### config.mk
export PLATFORM = sky130hd
export DESIGN_NAME = rr_arbiter4
export DESIGN_NICKNAME = d
export VERILOG_FILES = /design/src/rtl/rr_arbiter4.sv
export SDC_FILE = /design/constraint.sdc
export NUM_CORES = 1
export LEC_CHECK = 0
export BUFFER_PORTS_ARGS = -buffer_cell sky130_fd_sc_hd__buf_2
export CAP_MARGIN = 10
export CELL_PAD_IN_SITES_DETAIL_PLACEMENT = 1
export CELL_PAD_IN_SITES_GLOBAL_PLACEMENT = 1
export CORE_UTILIZATION = 39
export DETAILED_ROUTE_END_ITERATION = 8
export GPL_ROUTABILITY_DRIVEN = 0
export HOLD_SLACK_MARGIN = 0.08
export PLACE_DENSITY = 0.8
export SKIP_CTS_REPAIR_TIMING = 1
export SLEW_MARGIN = 20
export SYNTH_ARGS = -nofsm -noshare
export SYNTH_HDL_FRONTEND = slang
export SYNTH_SLANG_ARGS = --single-unit
export TNS_END_PERCENT = 20
### constraint.sdc
create_clock -name clk -period 2.45 [get_ports clk]
set_clock_uncertainty 0.1 [all_clocks]
set_input_delay 0.49 -clock clk [delete_from_list [all_inputs] [get_ports clk]]
set_output_delay 0.49 -clock clk [all_outputs]
set_load 0.01 [all_outputs]
### src/rtl/rr_arbiter4.sv
// Four-way round-robin arbiter with a registered one-hot grant, a mux select and
// an optional hold limit that forces a long-running owner to yield to waiting requesters.
module rr_arbiter4 #(
  parameter int HOLD_MAX = 16
) (
  input  logic       clk,
  input  logic       reset,
  input  logic [3:0] req,
  output logic [3:0] grant,
  output logic [1:0] sel,
  output logic       busy,
  output logic       preempt
);

  localparam int            CW       = (HOLD_MAX < 1) ? 1 : $clog2(HOLD_MAX + 1);
  localparam logic [CW-1:0] HOLD_LIM = CW'(HOLD_MAX);
  localparam bit            LIMITED  = (HOLD_MAX != 0);

  typedef enum logic {IDLE, GRANT} state_t;

  state_t        state, state_d;
  logic [3:0]    grant_q, grant_d;
  logic [1:0]    sel_q, sel_d;
  logic [1:0]    last_q, last_d;
  logic [CW-1:0] hold_q, hold_d;
  logic          preempt_q, preempt_d;

  logic          pick_valid;
  logic [1:0]    pick_idx;
  logic [1:0]    cand;
  logic          owner_req;
  logic          other_req;
  logic          at_limit;

  // Rotating priority: scan last+1 .. last+4 (mod 4); the previous owner is checked last.
  always_comb begin
    pick_valid = 1'b0;
    pick_idx   = last_q;
    cand       = last_q;
    for (int k = 1; k <= 4; k++) begin
      cand = last_q + 2'(k);
      if (!pick_valid && req[cand]) begin
        pick_valid = 1'b1;
        pick_idx   = cand;
      end
    end
  end

  assign owner_req = req[sel_q];
  assign other_req = |(req & ~grant_q);
  assign at_limit  = LIMITED && (hold_q == HOLD_LIM);

  // State and datapath registers, synchronous reset.
  always_ff @(posedge clk) begin
    // NOTE: non-blocking assignments keep every register updating from pre-edge values.
    if (reset) begin
      state     <= IDLE;
      grant_q   <= '0;
      sel_q     <= 2'd0;
      last_q    <= 2'd3;
      hold_q    <= '0;
      preempt_q <= 1'b0;
    end else begin
      state     <= state_d;
      grant_q   <= grant_d;
      sel_q     <= sel_d;
      last_q    <= last_d;
      hold_q    <= hold_d;
      preempt_q <= preempt_d;
    end
  end

  // Next-state and next-register logic.
  always_comb begin
    // NOTE: every target gets a default first so no path leaves a latch behind.
    state_d   = state;
    grant_d   = grant_q;
    sel_d     = sel_q;
    last_d    = last_q;
    hold_d    = hold_q;
    preempt_d = 1'b0;

    unique case (state)
      IDLE: begin
        if (pick_valid) begin
          state_d = GRANT;
          grant_d = 4'b0001 << pick_idx;
          sel_d   = pick_idx;
          last_d  = pick_idx;
          hold_d  = CW'(1);
        end
      end
      GRANT: begin
        if (!owner_req) begin
          // A release wins over a coincident preemption, so no pulse here.
          state_d = IDLE;
          grant_d = '0;
        end else if (at_limit && other_req) begin
          state_d   = IDLE;
          grant_d   = '0;
          preempt_d = 1'b1;
        end else if (LIMITED && !at_limit) begin
          hold_d = hold_q + CW'(1);
        end
      end
      default: begin
        state_d = IDLE;
        grant_d = '0;
      end
    endcase
  end

  // Output logic.
  always_comb begin
    grant   = grant_q;
    sel     = sel_q;
    busy    = |grant_q;
    preempt = preempt_q;
  end

`ifndef SYNTHESIS
  a_onehot : assert property (@(posedge clk) $onehot0(grant_q));
  a_owner  : assert property (@(posedge clk) (grant_q != 4'b0) |-> grant_q[sel_q]);
  a_pulse  : assert property (@(posedge clk) disable iff (reset) preempt_q |=> !preempt_q);
  a_state  : assert property (@(posedge clk) (state == GRANT) == (grant_q != 4'b0));
`endif

endmodule

==> flow_metrics.tcl <==
set metrics [dict create \
    run_status "completed" \
    netlist.area_leader.share_pct 37.62 \
    setup_tns_ns 0 \
    antenna_violating_nets_left 0 \
    yosys_warnings 0 \
    drt_pass1_iterations 4 \
    synth_cell_type_count 33 \
    initial_utilization_pct 41.11 \
    clock_insertion_delay_at_the_later_pin_of_the_skew_report_ns 0.29 \
    boundaryPins 14 \
    cts-buffers-inserted 3 \
    die_h_um 47.24 \
    drc 0 \
    synth_sequential_area_ratio_pct 37.62 \
    cap_viol_max_count 0 \
    yosysMostFrequentCell "dfxtp_1" \
    number_of_cells_produced_by_synthesis 92 \
    setup-violations-final 0 \
    post_synth_design_cell_area_um2 798.3 \
    critical-path-slowest-cell "or4_1" \
    min_delay_path_depth 2 \
    criticalPathCategory "reg -> out" \
    cts.reportedPaths.clkPinSlew_ns 0.10 \
    total_of_flip_flops_plus_latches_after_synthesis 15 \
    r2r-start "hold_q[0]$_SDFFE_PP0P_" \
    hold_start "sel[1]$_SDFFE_PP0P_" \
    cts_tree "done" \
    antenna_found_initial 0 \
    area_growth_pct 14.89 \
    antenna-diode-count 0 \
    setup_repair_after_global_routing_missed_its_margin "no" \
    synth_ff_type "dfxtp_1" \
    placement.setup.worst_slack_ns 0.4649 \
    worst_slew_pin_slew_ns 0.6401 \
    route.detailed.wl_per_inst_um 14.58 \
    io_buffers 13 \
    end_kind "output pin" \
    count_of_flip_flops_with_a_built_in_enable_after_synthesis 0 \
    power-per-cell-area_nw_per_um2 623.7 \
    worst-endpoint-arrival_ns 1.31 \
    worst_hold_path.endpoint "sel[1]$_SDFFE_PP0P_" \
    report.final.hold_viol_count 0 \
    core_region_area_um2 1942 \
    place_hpwl_um 1457 \
    p_leak_nw 0.3671 \
    postSynth.asyncResetShare_pct 0 \
    synth.avg_cell_area_um2 8.677 \
    detailed_route_vias_per_instance 5.451 \
    ir_worst_vdd_mv 0.4787 \
    chain_of_cells_forming_the_critical_path "or4_1 > buf_2" \
    finalCriticalPeriod_ns 1.895 \
    total_power_uw 572.0 \
    setup_ws_ns 0.5547 \
    grt_start_max_net_pins 20 \
    detail_route.wirelength_um 1939 \
    chipWidth_um 47.24 \
    die_area_um2 2232 \
    aggregate_global_routing_overflow 0 \
    min_period_over_period_pct 77.36 \
    startpoint_type "flip-flop" \
    required_ns 1.86 \
    reg2reg_depth 5 \
    max_freq_mhz 527.6 \
    nNetsFinal 115 \
    first_global_vias 676 \
    timing.max_slew.rel_slack_pct 57.22 \
    grt_first_pass_wirelength_um 3049 \
    ctsRootBufferMaster "clkbuf_4" \
    reg2reg_to "grant[2]$_SDFFE_PP0P_" \
    hold_class "reg -> reg" \
    grt_usage_pct 19.98 \
    fp-row-count 16 \
    max_stage_delay_ns 0.51 \
    crit_fanout 4 \
    detailedRoute.firstIterationViolations 8 \
    synth_common_cells "dfxtp_1 (15), nand2b_1 (7), inv_1 (5), nor2b_1 (5), nor3_1 (5)" \
    clk_path_buf_depth 2 \
    drive_above_1_share_pct 20.75 \
    r2r_setup_slack_ns 0.66 \
    synth.top_cells.by_area "dfxtp_1 (38%), nand2b_1 (5.5%), o32ai_1 (4.4%), nor2b_1 (3.9%), xor2_1 (3.3%)" \
    final-max-slew-violation-count 0 \
    htreeDepth 1 \
    vias 725 \
    synth_nets 100 \
    yosysTopAreaCell "dfxtp_1" \
    cts.sinks 15 \
]
## through the flow
stage	area, µm²	utilization [%]	std cells	hold slack (ns)
after floorplan	798.3	-	92	0.3845
after global placement	889.6	45.81	129	0.3717
after detailed placement	889.6	45.81	129	0.3904
after CTS	917.1	47.23	133	0.4055
after global routing	917.1	47.23	133	0.4314
final	917.1	47.23	133	0.3976
## layout by cell type (no fill, tap or decap), drive strengths merged, types with 2 or more instances in the layout
| cell type | count |
|---|---|
| a211oi | 2 |
| o32ai | 4 |
| buf | 14 |
| nor2 | 4 |
| o21ai | 3 |
| a21oi | 4 |
| dfxtp | 15 |
| nor2b | 5 |
| and3 | 4 |
| nand3 | 4 |
| nand4 | 2 |
| clkbuf | 3 |
| nor4 | 2 |
| a21o | 2 |
| ha | 2 |
| inv | 5 |
| nand2 | 4 |
| nor3 | 5 |
| xor2 | 3 |
| nand2b | 7 |
## cells by family after synthesis
family	after synthesis	synth area share (%)
DFF	15	37.62
muxes	1	2.821
and+or+nand+nor	42	30.56
adders and majority gates	2	3.134
xor gates and xnor gates	3	3.292
buffers and inverters	9	4.232
AOI/OAI and AO/OA	20	18.34
## layer usage
metal,wire length [µm],vias to the layer above,track usage (%),share of wire [%]
met2,873,12,30.96,45
met5,0,-,0,0
met4,13,0,6.857,0.67
li1,-,365,-,-
met1,998,346,27.15,51
met3,54,2,4.615,2.8
## worst max-delay path by stage
stage | start | end | depth (start not counted)
finish | grant[0]$_SDFFE_PP0P_ | busy | 2
CTS | grant[0]$_SDFFE_PP0P_ | busy | 2
global route | hold_q[0]$_SDFFE_PP0P_ | grant[3]$_SDFFE_PP0P_ | 5
global placement | req[3] | hold_q[1]$_SDFFE_PP0P_ | 5
floorplan | req[3] | hold_q[1]$_SDFFE_PP0P_ | 4
detailed placement | req[0] | grant[1]$_SDFFE_PP0P_ | 5
## layout make-up
| cell class | count | area (µm²) |
|---|---|---|
| clock inverter | 1 | 5.005 |
| multi-input combinational | 68 | 464.2 |
| sequential | 15 | 300.3 |
| clock buffer | 3 | 22.52 |
| timing repair buffer | 14 | 72.57 |
| inverter | 5 | 18.77 |
| fill | 242 | 1025 |
| tap | 27 | 33.78 |
## power by group
group,internal (mW),switching [mW],total [mW]
Combinational,0.0607,0.0774,0.138
Sequential,0.264,0.0241,0.288
Clock,0.0606,0.0856,0.146
## sequential cells by signal, summed over array words and instances (netlist names)
signal and count:
preempt 1, sel 2, state 1, hold_q 5
last_q 2, grant 4
## worst max-delay path, delay by kind of cell (launching register included)
kind | cells | cell delay (ns)
and+or+nand+nor | 1 | 0.51
DFF | 1 | 0.36
buffers and inverters | 1 | 0.15
No activity file was read; power rests on OpenSTA's default activity.
